### config.mk
export PLATFORM = sky130hd
export DESIGN_NAME = wb_cmd_master_flat
export DESIGN_NICKNAME = d
export VERILOG_FILES = /design/src/rtl/wb_cmd_master_pkg.sv /design/src/rtl/wb_cmd_master_if.sv /design/src/rtl/wb_cmd_master_timeout_ctr.sv /design/src/rtl/wb_cmd_master.sv /design/src/flat_wrapper.sv
export SDC_FILE = /design/constraint.sdc
export NUM_CORES = 1
export LEC_CHECK = 0
export BUFFER_PORTS_ARGS = -buffer_cell sky130_fd_sc_hd__buf_2
export CAP_MARGIN = 20
export CORE_MARGIN = 3
export CORE_UTILIZATION = 43
export CTS_BUF_LIST = sky130_fd_sc_hd__clkbuf_16
export DETAILED_ROUTE_END_ITERATION = 8
export GPL_ROUTABILITY_DRIVEN = 0
export HOLD_SLACK_MARGIN = 0.05
export PLACE_DENSITY = 0.76
export SYNTH_ARGS = -nofsm -noshare
export SYNTH_HDL_FRONTEND = slang
export SYNTH_SLANG_ARGS = --single-unit
### constraint.sdc
create_clock -name wb_clk_i -period 1.86 [get_ports wb_clk_i]
set_clock_uncertainty 0.15 [all_clocks]
set_input_delay 0.279 -clock wb_clk_i [delete_from_list [all_inputs] [get_ports wb_clk_i]]
set_output_delay 0.279 -clock wb_clk_i [all_outputs]
set_load 0.005 [all_outputs]
### src/rtl/wb_cmd_master_pkg.sv
// Shared Wishbone definitions: FSM state encoding and bus width / error-data defaults.
package wb_pkg;

   localparam int unsigned WB_AW = 32;
   localparam int unsigned WB_DW = 32;

   // Returned in place of read data when the slave never acknowledges
   localparam logic [31:0] WB_RSP_ERR_DATA = 32'hDEAD_BEEF;

   typedef enum logic [1:0] {
      ST_IDLE = 2'd0,
      ST_BUS  = 2'd1,
      ST_RESP = 2'd2
   } wb_state_e;

endpackage

### src/rtl/wb_cmd_master_if.sv
// Wishbone classic single-transfer bus bundle, master and slave views.
interface wb_cmd_master_if
   import wb_pkg::*;
#(
   parameter int unsigned AW = WB_AW,
   parameter int unsigned DW = WB_DW
) ();

   logic            cyc;
   logic            stb;
   logic            we;
   logic [DW/8-1:0] sel;
   logic [AW-1:0]   adr;
   logic [DW-1:0]   dat_w;   // master -> slave write data
   logic [DW-1:0]   dat_r;   // slave -> master read data
   logic            ack;

   modport master (
      output cyc, stb, we, sel, adr, dat_w,
      input  ack, dat_r
   );

   modport slave (
      input  cyc, stb, we, sel, adr, dat_w,
      output ack, dat_r
   );

endinterface

### src/rtl/wb_cmd_master_timeout_ctr.sv
// Saturating bus-cycle counter. tc_o flags the last allowed cycle so the
// master can leave BUS on the edge the count reaches TIMEOUT_CYCLES.
// TIMEOUT_CYCLES = 0 disables the terminal count entirely.
module wb_timeout_ctr #(
   parameter int unsigned TIMEOUT_CYCLES = 255
) (
   input  logic clk_i,
   input  logic rst_n_i,
   input  logic clr_i,
   input  logic en_i,
   output logic tc_o
);

   localparam int unsigned CW = (TIMEOUT_CYCLES > 0) ? $clog2(TIMEOUT_CYCLES + 1) : 1;
   localparam logic [CW-1:0] CNT_MAX  = CW'(TIMEOUT_CYCLES);
   localparam logic [CW-1:0] CNT_LAST = (TIMEOUT_CYCLES > 0) ? CW'(TIMEOUT_CYCLES - 1) : {CW{1'b0}};
   localparam bit TC_ENABLE = (TIMEOUT_CYCLES > 0);

   logic [CW-1:0] cnt_q;
   logic [CW-1:0] cnt_d;

   // Next count: clear wins, otherwise count up while enabled and hold at the maximum
   always_comb begin
      cnt_d = cnt_q;
      if (clr_i) begin
         cnt_d = {CW{1'b0}};
      end else if (en_i && (cnt_q != CNT_MAX)) begin
         cnt_d = cnt_q + CW'(1);
      end else begin
         cnt_d = cnt_q;
      end
   end

   // Count register
   always_ff @(posedge clk_i or negedge rst_n_i) begin
      if (!rst_n_i) begin
         cnt_q <= {CW{1'b0}};
      end else begin
         cnt_q <= cnt_d;
      end
   end

   // This cycle is the last one before the count would hit TIMEOUT_CYCLES
   assign tc_o = TC_ENABLE && en_i && (cnt_q == CNT_LAST);

endmodule

### src/rtl/wb_cmd_master.sv
// Wishbone classic single-transfer initiator: takes one command over a
// valid/ready handshake, runs one bus cycle with an ack timeout and returns
// one response over a second valid/ready handshake. All outputs are flops.
module wb_cmd_master
   import wb_pkg::*;
#(
   parameter int unsigned   AW             = WB_AW,
   parameter int unsigned   DW             = WB_DW,
   parameter int unsigned   TIMEOUT_CYCLES = 255,
   parameter logic [DW-1:0] RSP_ERR_DATA   = DW'(WB_RSP_ERR_DATA)
) (
   input  logic              wb_clk_i,
   input  logic              wb_rst_n_i,
   input  logic              cmd_valid_i,
   output logic              cmd_ready_o,
   input  logic              cmd_we_i,
   input  logic [AW-1:0]     cmd_adr_i,
   input  logic [DW-1:0]     cmd_dat_i,
   input  logic [DW/8-1:0]   cmd_sel_i,
   output logic              rsp_valid_o,
   input  logic              rsp_ready_i,
   output logic [DW-1:0]     rsp_dat_o,
   output logic              rsp_err_o,
   wb_cmd_master_if.master   wbm,
   output logic              busy_o
);

   localparam int unsigned SW = DW / 8;

   wb_state_e     state_q,     state_d;
   logic          cmd_ready_q, cmd_ready_d;
   logic          busy_q,      busy_d;
   logic          cyc_q,       cyc_d;
   logic          stb_q,       stb_d;
   logic          we_q,        we_d;
   logic [SW-1:0] sel_q,       sel_d;
   logic [AW-1:0] adr_q,       adr_d;
   logic [DW-1:0] dat_q,       dat_d;
   logic          rsp_valid_q, rsp_valid_d;
   logic [DW-1:0] rsp_dat_q,   rsp_dat_d;
   logic          rsp_err_q,   rsp_err_d;
   logic          tmo_tc_s;

   wb_timeout_ctr #(
      .TIMEOUT_CYCLES (TIMEOUT_CYCLES)
   ) u_timeout_ctr (
      .clk_i   (wb_clk_i),
      .rst_n_i (wb_rst_n_i),
      .clr_i   (state_q != ST_BUS),
      .en_i    (state_q == ST_BUS),
      .tc_o    (tmo_tc_s)
   );

   // Next-state and next-output logic; every output is computed one cycle ahead
   always_comb begin
      state_d     = state_q;
      cmd_ready_d = cmd_ready_q;
      busy_d      = busy_q;
      cyc_d       = cyc_q;
      stb_d       = stb_q;
      we_d        = we_q;
      sel_d       = sel_q;
      adr_d       = adr_q;
      dat_d       = dat_q;
      rsp_valid_d = rsp_valid_q;
      rsp_dat_d   = rsp_dat_q;
      rsp_err_d   = rsp_err_q;
      case (state_q)
         ST_IDLE: begin
            if (cmd_valid_i && cmd_ready_q) begin
               state_d     = ST_BUS;
               cmd_ready_d = 1'b0;
               busy_d      = 1'b1;
               cyc_d       = 1'b1;
               stb_d       = 1'b1;
               we_d        = cmd_we_i;
               sel_d       = cmd_sel_i;
               adr_d       = cmd_adr_i;
               dat_d       = cmd_dat_i;
            end else begin
               state_d = ST_IDLE;
            end
         end
         ST_BUS: begin
            // ack takes priority over a timeout in the same cycle
            if (wbm.ack) begin
               state_d     = ST_RESP;
               cyc_d       = 1'b0;
               stb_d       = 1'b0;
               rsp_valid_d = 1'b1;
               rsp_dat_d   = we_q ? {DW{1'b0}} : wbm.dat_r;
               rsp_err_d   = 1'b0;
            end else if (tmo_tc_s) begin
               state_d     = ST_RESP;
               cyc_d       = 1'b0;
               stb_d       = 1'b0;
               rsp_valid_d = 1'b1;
               rsp_dat_d   = RSP_ERR_DATA;
               rsp_err_d   = 1'b1;
            end else begin
               state_d = ST_BUS;
            end
         end
         ST_RESP: begin
            // cmd_ready only rises after the handshake edge: no bypass into a new command
            if (rsp_ready_i) begin
               state_d     = ST_IDLE;
               rsp_valid_d = 1'b0;
               cmd_ready_d = 1'b1;
               busy_d      = 1'b0;
            end else begin
               state_d = ST_RESP;
            end
         end
         default: begin
            state_d     = ST_IDLE;
            cmd_ready_d = 1'b1;
            busy_d      = 1'b0;
            cyc_d       = 1'b0;
            stb_d       = 1'b0;
            rsp_valid_d = 1'b0;
         end
      endcase
   end

   // State and output registers
   always_ff @(posedge wb_clk_i or negedge wb_rst_n_i) begin
      if (!wb_rst_n_i) begin
         state_q     <= ST_IDLE;
         cmd_ready_q <= 1'b1;
         busy_q      <= 1'b0;
         cyc_q       <= 1'b0;
         stb_q       <= 1'b0;
         we_q        <= 1'b0;
         sel_q       <= {SW{1'b0}};
         adr_q       <= {AW{1'b0}};
         dat_q       <= {DW{1'b0}};
         rsp_valid_q <= 1'b0;
         rsp_dat_q   <= {DW{1'b0}};
         rsp_err_q   <= 1'b0;
      end else begin
         state_q     <= state_d;
         cmd_ready_q <= cmd_ready_d;
         busy_q      <= busy_d;
         cyc_q       <= cyc_d;
         stb_q       <= stb_d;
         we_q        <= we_d;
         sel_q       <= sel_d;
         adr_q       <= adr_d;
         dat_q       <= dat_d;
         rsp_valid_q <= rsp_valid_d;
         rsp_dat_q   <= rsp_dat_d;
         rsp_err_q   <= rsp_err_d;
      end
   end

   assign cmd_ready_o = cmd_ready_q;
   assign busy_o      = busy_q;
   assign rsp_valid_o = rsp_valid_q;
   assign rsp_dat_o   = rsp_dat_q;
   assign rsp_err_o   = rsp_err_q;
   assign wbm.cyc     = cyc_q;
   assign wbm.stb     = stb_q;
   assign wbm.we      = we_q;
   assign wbm.sel     = sel_q;
   assign wbm.adr     = adr_q;
   assign wbm.dat_w   = dat_q;

endmodule
### src/flat_wrapper.sv
// flat-port wrapper written by rule: the top's interface ports become plain ports
module wb_cmd_master_flat import wb_pkg::*;
#(
   parameter int unsigned   AW             = WB_AW,
   parameter int unsigned   DW             = WB_DW,
   parameter int unsigned   TIMEOUT_CYCLES = 255,
   parameter logic [DW-1:0] RSP_ERR_DATA   = DW'(WB_RSP_ERR_DATA)
)
  (wb_clk_i, wb_rst_n_i, cmd_valid_i, cmd_ready_o, cmd_we_i, cmd_adr_i, cmd_dat_i, cmd_sel_i, rsp_valid_o, rsp_ready_i, rsp_dat_o, rsp_err_o, busy_o, wbm_cyc, wbm_stb, wbm_we, wbm_sel, wbm_adr, wbm_dat_w, wbm_ack, wbm_dat_r);
  wb_cmd_master_if #(.AW(AW), .DW(DW)) wbm_i ();
  input  logic wb_clk_i;
  input  logic wb_rst_n_i;
  input  logic cmd_valid_i;
  output logic cmd_ready_o;
  input  logic cmd_we_i;
  input  logic [AW-1:0] cmd_adr_i;
  input  logic [DW-1:0] cmd_dat_i;
  input  logic [DW/8-1:0] cmd_sel_i;
  output logic rsp_valid_o;
  input  logic rsp_ready_i;
  output logic [DW-1:0] rsp_dat_o;
  output logic rsp_err_o;
  output logic busy_o;
  output wire logic [$bits(wbm_i.cyc)-1:0] wbm_cyc;
  output wire logic [$bits(wbm_i.stb)-1:0] wbm_stb;
  output wire logic [$bits(wbm_i.we)-1:0] wbm_we;
  output wire logic [$bits(wbm_i.sel)-1:0] wbm_sel;
  output wire logic [$bits(wbm_i.adr)-1:0] wbm_adr;
  output wire logic [$bits(wbm_i.dat_w)-1:0] wbm_dat_w;
  input wire logic [$bits(wbm_i.ack)-1:0] wbm_ack;
  input wire logic [$bits(wbm_i.dat_r)-1:0] wbm_dat_r;
  assign wbm_cyc = wbm_i.cyc;
  assign wbm_stb = wbm_i.stb;
  assign wbm_we = wbm_i.we;
  assign wbm_sel = wbm_i.sel;
  assign wbm_adr = wbm_i.adr;
  assign wbm_dat_w = wbm_i.dat_w;
  assign wbm_i.ack = wbm_ack;
  assign wbm_i.dat_r = wbm_dat_r;
  wb_cmd_master #(.AW(AW), .DW(DW), .TIMEOUT_CYCLES(TIMEOUT_CYCLES), .RSP_ERR_DATA(RSP_ERR_DATA)) u_core (.wb_clk_i(wb_clk_i), .wb_rst_n_i(wb_rst_n_i), .cmd_valid_i(cmd_valid_i), .cmd_ready_o(cmd_ready_o), .cmd_we_i(cmd_we_i), .cmd_adr_i(cmd_adr_i), .cmd_dat_i(cmd_dat_i), .cmd_sel_i(cmd_sel_i), .rsp_valid_o(rsp_valid_o), .rsp_ready_i(rsp_ready_i), .rsp_dat_o(rsp_dat_o), .rsp_err_o(rsp_err_o), .wbm(wbm_i), .busy_o(busy_o));
endmodule
* After elaboration in Yosys (flattened, before gate mapping)
Index checks and enable logic that the tools add are counted.
Storage, ports and cells: bits in registers 116
Cells by class: bitwise operators 3, reduce and logical (&&, ||, !) cells 11, equality and inequality tests 8, add/subtract/negate cells 1, multiplexer cells 23
Operators with widths (count):
- $mux 32 | 3
- $mux 8 | 2
- $pmux 1 s3 | 4
- $mux 1 | 10
- $reduce_and 3->1 | 3
- $add 8x1->8 const B | 1
- $eq 8x8->1 const B | 1
- $ne 8x8->1 const B | 1
- $mux 2 | 3
- $pmux 2 s3 | 1
- $ne 2x1->1 const B | 2
- $reduce_and 2->1 | 2
- $reduce_bool 2->1 | 2
- $logic_and 1x1->1 | 3
- $ne 3x2->1 const B | 1
- $not 1->1 | 3
- $eq 2x1->1 const B | 1
- $eq 2x2->1 const B | 1
- $logic_not 2->1 | 1
- $ne 2x2->1 const B | 1

* Longest topological paths before layout
Gate-level depths: netlist of run 1.
word-level depth 5, mapped depth 6

* Hierarchy
Synthesis of run 1 repeated with hierarchy kept, for this count alone.
Second synthesis, totals: cells, all modules 340, area, all modules 4734.5 sq um
By module, submodules not included:
- wb_cmd_master | cells each 289, instances 1, area each 4234.1 sq um
- wb_timeout_ctr | cells each 51, instances 1, area each 500.5 sq um

* Least setup slack after synthesis of run 1
Ideal clock, no wire load.
kind reg-to-reg, start point register u_core.cmd_ready_q (netlist: u_core.cmd_ready_o), end point register u_core.adr_q[0] (netlist: u_core.wbm.adr[0]), stages on the path, launching flop included 6, arrival time 1.470 ns, setup time 0.125 ns, buffers on the path 2, slack 0.115 ns, path through dfstp_2 > and3b_1 > nor2b_4 > buf_8 > buf_12 > mux2_4
On the way: cells in the longest elaborated chain, start to end 2
Ends and longest elaborated chain:
- start, declared | RTL line wb_cmd_master.sv:31 | logic cmd_ready_q, cmd_ready_d;
- start signal, assigned | RTL line wb_cmd_master.sv:143 | cmd_ready_q <= cmd_ready_d;
- $logic_and 1x1->1 | RTL line wb_cmd_master.sv:70 | if (cmd_valid_i && cmd_ready_q) begin
- $reduce_and 2->1 (no source line)
- end signal, assigned | RTL line wb_cmd_master.sv:136 | adr_q <= {AW{1'b0}};
- end signal, assigned | RTL line wb_cmd_master.sv:149 | adr_q <= adr_d;
- end, declared | RTL line wb_cmd_master.sv:37 | logic [AW-1:0] adr_q, adr_d;
Every way passes these cells. A chain may end at the register's enable or synchronous reset.

* Final worst setup path of run 1
start point input cmd_valid_i, end point register u_core.dat_q[0] (netlist: u_core.wbm.dat_w[0])
On the way: cells in the longest elaborated chain, start to end 2
Ends and longest elaborated chain:
- start, declared | RTL line flat_wrapper.sv:13 | input logic cmd_valid_i;
- $logic_and 1x1->1 | RTL line wb_cmd_master.sv:70
- $reduce_and 2->1 (no source line)
- end signal, assigned | RTL line wb_cmd_master.sv:137 | dat_q <= {DW{1'b0}};
- end signal, assigned | RTL line wb_cmd_master.sv:150 | dat_q <= dat_d;
- end, declared | RTL line wb_cmd_master.sv:38 | logic [DW-1:0] dat_q, dat_d;
Every way passes these cells.

==> metrics, run 1 <==
CP Max Fanout 16; post-route clock period utilization between 90% and 100%; synthesized area between 0.005 and 0.006 sq mm; ordered cell list for the critical path dlygate4sd3_1 > buf_2 > and3b_2 > nor2b_4 > buf_12 > buf_16 > mux2_4; Leak ~0.0040 uW; Worst Setup Start Kind input port; Routed Antenna Nets 0; initial antenna violation count 0; dpl hpwl around 9600 microns; Worst Tran Pin Value 376 ps; ANT cells 0; largest net degree at the start of global routing between 50 and 60; Syn Inst Count about 360; # port buffers around 210; Crit. End Element register; Final Util between 70% and 80%; Final Hold Violating Endpoints 0; Mapped Nets ~470; grt ovf 0; number of vias per cell around 5.2; CTS tree done; Crit-path slowest cell dlygate4sd3_1; worst rel slew slack around three quarters; top cells by area, synth dfrtp_1 (57%), mux2_4 (21%), a21oi_1 (5.4%); TritonRoute pass-1 iters 4; multi-input logic area 0.00189 sq mm; H-tree depth 4; DRC viols 0; Fmax approximately 0.54 GHz; Longest Clk Path Bufs 2; Synth top area share ~57%; row cnt 38; total CTS buffers 17; Avg WL per Cell 19.6 microns; status finished, final reports clean; RSZ-0062 raised after global routing yes; FF+latch area between 0.002 and 0.003 sq mm; sequential share of the synthesized area between 50% and 60%; fin nets approximately 800; WP data required 1990 ps; min-delay worst type input port to register; # setup viols final 0; most frequent cells in the layout buf_2 (211), dfrtp_1 (115), dlygate4sd3_1 (102); first-iteration detailed-routing DRC count about 400; first-pass GRT wire length 25700 microns; IO Count 213; leading cell type in the layout, fill and taps excluded buf_2; post-synth cell types 37; Vias 4373; CORE AREA roughly 0.011 sq mm; Worst-path clk slew around 50 ps; Slew Limit Fails 0; biggest area consumer among synthesized cells dfrtp_1; maximum single-stage delay on the critical path around 530 ps; share of cells above drive strength 1 49.2%; vias in the first global route between 4000 and 5000; Die W about 110 microns; VDD IR max between 800 and 900 uV; WS Path Type input port to register; final setup TNS 0 ps; Worst-Skew Late Latency around 400 ps; Synth Register Bits 116; DRT Wirelength 16600 microns; GRT Total Usage roughly a quarter; crit path time final between 1500 and 2000 ps; Pwr Density 1280 mW/mm^2; CTS root buffer clkbuf_16; Die Y between 100 and 150 microns; die area 0.0130 sq mm; fillcell total approximately 670; CTS Sinks approximately 120; # Max-Cap Violations 0; Worst EP arrival between 1500 and 2000 ps; Initial Utilization a little under half; Post-Syn Area per Cell ~14 sq um; area grow syn2layout 59.0%; warnings from Yosys 0
## cells in the mapped netlist (all sizes together)
| cell type | count |
|---|---|
| a211oi | 1 |
| a21o | 1 |
| a21oi | 54 |
| a31o | 8 |
| a31oi | 4 |
| and2b | 1 |
| and3 | 11 |
| and3b | 2 |
| and4 | 2 |
| buf | 16 |
| clkbuf | 7 |
| dfrtp | 115 |
| dfstp | 1 |
| ha | 2 |
| inv | 4 |
| mux2 | 69 |
| mux2i | 2 |
| nand2 | 7 |
| nand2b | 2 |
| nand3 | 2 |
| nand3b | 1 |
| nand4 | 2 |
| nor2 | 28 |
| nor2b | 1 |
| nor3 | 3 |
| nor3b | 2 |
| nor4b | 1 |
| o211ai | 2 |
| o21ai | 3 |
| o22a | 1 |
| o2bb2ai | 2 |
| o311a | 1 |
## cell type report
class                           instances  share of cell area (%)
Sequential cell                       116                    36.3
Timing Repair Buffer                  340                    29.6
Multi-Input combinational cell        216                    23.6
Tap cell                              140                    2.19
Clock buffer                           17                    5.32
Inverter                                4                   0.188
Clock inverter                         15                    2.75
## worst max-delay path: cells and delay by family
kind | cells | cell delay, ps
buffers and inverters | 4 | 990
muxes | 1 | 320
and+or+nand+nor | 2 | 380
## power breakdown
| group | switching [uW] | internal (uW) | total, uW |
|---|---|---|---|
| Combinational | 1070 | 1670 | 2740 |
| Clock | 1120 | 2480 | 3590 |
| Sequential | 558 | 3390 | 3950 |
## per-stage QoR
step | total power (uW) | setup slack (ps) | cell area [sq um] | hold slack (ps) | instances
3_5_place_dp | 6390 | 19.6 | 6280 | 81.0 | 710
3_3_place_gp | 6260 | 73.2 | 6280 | 73.2 | 710
6_report | 10300 | 23.5 | 8000 | 57.0 | 848
5_1_grt | 10700 | -10.6 | 8000 | 83.8 | 848
2_1_floorplan | 5050 | 115 | 5030 | -167 | 358
4_1_cts | 10200 | 7.48 | 7950 | 50.1 | 844
## state kept, by name, summed over array words and instances (netlist names)
| signal | flops |
|---|---|
| u_core.busy_o | 1 |
| u_core.cmd_ready_o | 1 |
| u_core.rsp_dat_o | 32 |
| u_core.rsp_err_o | 1 |
| u_core.rsp_valid_o | 1 |
| u_core.state_q | 2 |
| u_core.u_timeout_ctr.cnt_q | 8 |
| u_core.wbm.adr | 32 |
| u_core.wbm.dat_w | 32 |
| u_core.wbm.sel | 4 |
| u_core.wbm.stb | 1 |
| u_core.wbm.we | 1 |
## worst paths after layout
check	to	start	slack, ps	depth (start not counted)
worst min register to register	u_core.wbm.dat_w[26]	u_core.wbm.dat_w[26]	360	1
min in group asynchronous	u_core.state_q[0]	wb_rst_n_i	260	2
max in group asynchronous	u_core.rsp_dat_o[29]	wb_rst_n_i	650	3
worst max register to register	u_core.wbm.dat_w[0]	u_core.cmd_ready_o	30	5
worst min-delay path	u_core.rsp_dat_o[5]	wbm_dat_r[5]	60	3
worst max-delay path	u_core.wbm.dat_w[0]	cmd_valid_i	20	7
## metal layers
layer	routed length, microns	share of wire, %	track usage [%]
met5	0	0	0
met4	393	2.4	10.8
met3	1350	8.1	7.72
met2	8320	50	42.9
met1	6530	39	30.9
## logic make-up after synthesis
group,synth area share [%]
adder cells (fa/ha/maj),0.497
AO/OA/AOI/OAI,8.88
flip-flops,57.7
AND/OR/NAND/NOR,6.97
buffers and inverters,4.93
multiplexers,21.0
## timing repair
item                                    in CTS  in global routing
endpoints found under the setup margin       0                 65
setup buffers                                0                  3
hold endpoints to repair                   192                  0
hold buffers                               102                  0
resized for setup                            0                  3
No activity file was read; power rests on OpenSTA's default activity.
==> run 2: changes to the inputs <==
--- a/config.mk
+++ b/config.mk
@@ -9,4 +9,6 @@
 export CAP_MARGIN = 20
+export CELL_PAD_IN_SITES_DETAIL_PLACEMENT = 1
+export CELL_PAD_IN_SITES_GLOBAL_PLACEMENT = 1
 export CORE_MARGIN = 3
-export CORE_UTILIZATION = 43
+export CORE_UTILIZATION = 34
 export CTS_BUF_LIST = sky130_fd_sc_hd__clkbuf_16
@@ -15,3 +17,4 @@
 export HOLD_SLACK_MARGIN = 0.05
-export PLACE_DENSITY = 0.76
+export PLACE_DENSITY_LB_ADDON = 0.1
+export SETUP_SLACK_MARGIN = 0.5
 export SYNTH_ARGS = -nofsm -noshare
==> constraint.sdc (replaced) <==
create_clock -name wb_clk_i -period 1.86 [get_ports wb_clk_i]
set_clock_uncertainty 0.15 [all_clocks]
set_input_delay 0.465 -clock wb_clk_i [delete_from_list [all_inputs] [get_ports wb_clk_i]]
set_output_delay 0.465 -clock wb_clk_i [all_outputs]
set_load 0.005 [all_outputs]
==> metrics, run 2 (same netlist as run 1, synthesis figures left out) <==
status finished, final reports clean; Die Y 128 microns; kind of cell adding the most delay to the critical path flip-flops; Worst-path clk slew about 60 ps; Crit. End Element register; grt ovf 0; CORE AREA 0.0141 sq mm; IO Count about 210; VDD IR max between 500 and 600 uV; WS Path Type register to register; Leak approximately 0.0043 uW; Die W between 100 and 150 microns; Routed Antenna Nets 0; hold path startpoint cmd_adr_i[12]; R2R cell count 5; # setup viols final 0; worst rel slew slack approximately 78%; RSZ-0062 raised after global routing yes; CTS root buffer clkbuf_16; total CTS buffers 17; crit path time final 1830 ps; Avg WL per Cell approximately 19 microns; area grow syn2layout 68.1%; TritonRoute pass-1 iters 4; Slew Limit Fails 0; R2R Setup Slk 30 ps; row cnt between 40 and 50; share of cells above drive strength 1 72.8%; DRT Wirelength 17500 microns; Vias about 4400; Hold Path Depth 2; min-delay worst type input port to register; die area about 0.016 sq mm; CTS Sinks around 120; Crit-path slowest cell dfstp_2; post-route clock period utilization between 90 and 100%; critical path depth 5; Initial Utilization roughly 36%; ordered cell list for the critical path and3b_1 > nor2b_4 > buf_12 > clkbuf_16 > mux2_4; Longest Clk Path Bufs 2; most frequent cells in the layout buf_2 (210), buf_4 (126), dfrtp_1 (113); first-pass GRT wire length roughly 25000 microns; vias in the first global route around 4600; H-tree depth 4; fillcell total roughly 1500; Critical path buffers and inverters 2; CTS tree done; # port buffers ~210; WP data required 2000 ps; origin of the critical flop-to-flop path u_core.cmd_ready_o; dpl hpwl 10500 microns; Worst-Skew Late Latency 410 ps; maximum single-stage delay on the critical path 520 ps; CP Max Fanout 11; # Max-Cap Violations 0; fin nets ~830; DRC viols 0; GRT Total Usage ~20%; Fmax ~0.55 GHz; Worst EP arrival approximately 2000 ps; Worst Tran Pin Value 335 ps; Final Hold Violating Endpoints 0; Final Util between 50% and 60%; leading cell type in the layout, fill and taps excluded buf_2; initial antenna violation count 2; number of vias per cell 4.75; Worst Setup Start Kind register; Pwr Density approximately 1300 mW/mm^2; largest net degree at the start of global routing between 40 and 50; WHS Endpoint u_core.wbm.adr[12]; Crit Reg-Reg Endpoint u_core.wbm.dat_w[17]; Fin Hold WS 132 ps; first-iteration detailed-routing DRC count approximately 190
## run 2: cell count changes in the layout (fill, tap and decap cells not counted), sizes merged
| cell | delta |
|---|---|
| clkinv | +3 |
| and3b | +1 |
| dlygate4sd3 | -101 |
| clkbuf | +2 |
| buf | +129 |
| inv | -1 |
| nand3 | -1 |
| bufinv | -5 |
| diode | +2 |
## run 2: metal layers
layer,GRT usage (%),vias to the layer above,wire length [microns]
met5,0,-,0
met4,6.30,0,376
met2,33.8,146,8930
li1,-,2011,-
met1,24.9,2175,7330
met3,5.27,24,897
## run 2: per-stage QoR
stage / setup WS [ps] / instance area, sq um / TNS [ps] / std cells / power, uW
final: 27.3 / 8450 / 0 / 917 / 10900
after global routing: -35.5 / 8450 / -983 / 917 / 11500
after CTS: 21.5 / 7870 / 0 / 871 / 10300
after detailed placement: -25.4 / 6540 / -337 / 752 / 6650
after global placement: 8.94 / 6540 / 0 / 752 / 6560
after floorplan: 115 / 5250 / 0 / 358 / 5250
## run 2: timing repair
item | 4_1_cts | 5_1_grt
endpoints found under the hold margin | 16 | 0
pin swaps | 7 | 7
cloned | 3 | 2
resized for setup | 27 | 41
setup endpoints to repair | 219 | 221
setup buffers | 86 | 42
hold buffers | 1 | 0
## run 2: worst max-delay path by stage
stage / start / endpoint
3_3_place_gp: cmd_valid_i / u_core.wbm.adr[7]
4_1_cts: u_core.cmd_ready_o / u_core.wbm.dat_w[16]
2_1_floorplan: u_core.cmd_ready_o / u_core.wbm.adr[0]
5_1_grt: u_core.cmd_ready_o / u_core.wbm.dat_w[11]
6_report: u_core.cmd_ready_o / u_core.wbm.dat_w[17]
3_5_place_dp: cmd_valid_i / u_core.wbm.dat_w[20]
## run 2: final cells by class
class | instances | area [sq um] | area share, %
clock buffer | 17 | 425 | 5.03
inverter | 4 | 15.0 | 0.178
antenna | 2 | 5.00 | 0.0592
clock inverter | 12 | 76.3 | 0.903
timing repair buffer | 370 | 2540 | 30.0
multi-input combinational | 216 | 2260 | 26.7
sequential | 116 | 2910 | 34.4
tap | 180 | 225 | 2.66
## run 2: where the power goes
part / internal [uW] / total (uW) / switching [uW]
Sequential: 3390 / 3850 / 462
Combinational: 2740 / 4200 / 1450
Clock: 1760 / 2840 / 1080
## run 2: worst reg2reg max path: stages (launching register included)
cell and delay (ps):
dfstp_2 520, and3b_1 180, nor2b_4 180, buf_12 180
clkbuf_16 200, mux2_4 300
==> run 3: changes to the inputs <==
Settings changed: CELL_PAD_IN_SITES_DETAIL_PLACEMENT 1 to 0, CORE_UTILIZATION 34 to 37.
Clock period 1.86 ns to 1.7 ns, I/O delays scaled along.
==> metrics, run 3 (same netlist as run 1, synthesis figures left out) <==
# setup viols final 70; origin of the critical flop-to-flop path u_core.cmd_ready_o; DRT Wirelength about 15000 microns; initial antenna violation count 0; vias in the first global route around 4400; Die W between 100 and 150 microns; final setup TNS -5980 ps; VDD IR max 719 uV; most frequent cells in the layout buf_2 (211), buf_4 (128), dfrtp_1 (114); Avg WL per Cell approximately 17 microns; total CTS buffers 17; R2R cell count 6; violated checks setup timing; Routed Antenna Nets 0; ordered cell list for the critical path and3b_1 > nor2b_4 > buf_12 > buf_6 > buf_6 > mux2_4; dpl cells between 700 and 800; status finished with violations; Die Y ~120 microns; GRT Total Usage about a fifth; Slew Limit Fails 0; Initial Utilization 38.9%; fin nets between 800 and 900; CORE AREA between 0.01 and 0.015 sq mm; largest net degree at the start of global routing 60; Worst-path clk slew approximately 50 ps; Fin Hold WS 92.4 ps; Crit-path slowest cell dfstp_2; Crit Reg-Reg Endpoint u_core.wbm.adr[21]; CTS Sinks 116; Power Total 12100 uW; Crit. End Element register; number of vias per cell about 4.7; H-tree depth 4; Hold Path Depth 2; WS Path Type register to register; Vias between 4000 and 5000; # port buffers approximately 210; row cnt 41; RSZ-0062 raised after global routing yes; Pwr Density 1380 mW/mm^2; dpl hpwl 9390 microns; R2R Setup Slk -120 ps; Longest Clk Path Bufs 2; CP Max Fanout 8; DRC viols 0; final std cells w/o fill between 900 and 1000; CTS tree done; maximum single-stage delay on the critical path 520 ps; WP data required around 1800 ps; leading cell type in the layout, fill and taps excluded buf_2; die area ~0.015 sq mm; post-route clock period utilization 107%; worst rel slew slack slightly below 80%; WHS Endpoint u_core.wbm.dat_w[16]; TritonRoute pass-1 iters 4; grt ovf 0; Worst EP arrival between 1500 and 2000 ps; hold path startpoint cmd_dat_i[16]; CTS root buffer clkbuf_16; Leak between 0.004 and 0.005 uW; IO Count between 200 and 250; first-pass GRT wire length around 23000 microns; min-delay worst type input port to register; crit path time final 1820 ps; # Max-Cap Violations 0; ANT cells 0; share of cells above drive strength 1 around three quarters; Worst Setup Start Kind register; most frequent CP cell buf_6; Worst Tran Pin Value roughly 330 ps; Fmax between 0.5 and 0.6 GHz; Final Hold Violating Endpoints 0; final worst slack -122 ps; Worst-Skew Late Latency 410 ps; area grow syn2layout 73.1%; first-iteration detailed-routing DRC count about 200
[run 3: cell count changes in the layout (fill, tap and decap cells not counted), moves of 2 or more]
cell and change:
buf_6 -2, clkbuf_16 -2, buf_12 +6, clkinv_2 +2
bufinv_16 +2, a21oi_2 +5, inv_1 -2, a21oi_1 -11
a21oi_4 +6, buf_4 +2, diode_2 -2
[run 3: what timing repair did]
item | CTS | global route
gates cloned | 5 | 0
setup endpoints to repair | 222 | 223
gates resized for setup | 65 | 18
hold buffers | 1 | 0
setup buffers | 84 | 43
pin swaps | 14 | 6
endpoints found under the hold margin | 115 | 0
[run 3: per-stage QoR]
stage	utilization, %	setup WS, ps	cell area (sq um)
after floorplan	-	-45.2	5290
after global placement	51.3	-103	6630
after detailed placement	51.3	-122	6630
after CTS	64.0	-138	8280
after global routing	67.3	-182	8710
final	67.3	-122	8710
[run 3: power by group]
group / total (uW) / leakage (uW) / switching [uW] / internal, uW
clock network: 3490 / 0.000287 / 1230 / 2260
logic: 4380 / 0.00269 / 1490 / 2890
registers: 4180 / 0.00142 / 474 / 3700
[run 3: worst max-delay path: cells and delay by family (launching register included)]
kind	cells	cell delay, ps
flops	1	520
buf+inv	3	370
simple gates	2	360
mux	1	290
[run 3: cell type report]
| cell class | count | area (sq um) |
|---|---|---|
| Fill cell | 978 | 4220 |
| Multi-Input combinational cell | 216 | 2390 |
| Inverter | 4 | 17.5 |
| Clock inverter | 15 | 146 |
| Timing Repair Buffer | 375 | 2610 |
| Tap cell | 172 | 215 |
| Sequential cell | 116 | 2910 |
| Clock buffer | 17 | 425 |
[run 3: how the worst max path moves through the flow]
stage                            start                    to  depth (start not counted)
global placement    u_core.cmd_ready_o    u_core.wbm.adr[16]                          5
CTS                 u_core.cmd_ready_o    u_core.wbm.adr[21]                          6
global route        u_core.cmd_ready_o    u_core.wbm.adr[21]                          6
floorplan           u_core.cmd_ready_o     u_core.wbm.adr[0]                          5
detailed placement  u_core.cmd_ready_o  u_core.wbm.dat_w[21]                          5
finish              u_core.cmd_ready_o    u_core.wbm.adr[21]                          6
[run 3: routing by layer]
layer	vias to the layer above	part of all wire, %	global-route usage [%]	wire, microns
met1	2143	42	26.1	6380
met2	143	51	33.2	7730
met4	0	0.67	6.23	102
li1	2029	-	-	-
met3	7	6.7	5.81	1020
met5	-	0	0	0
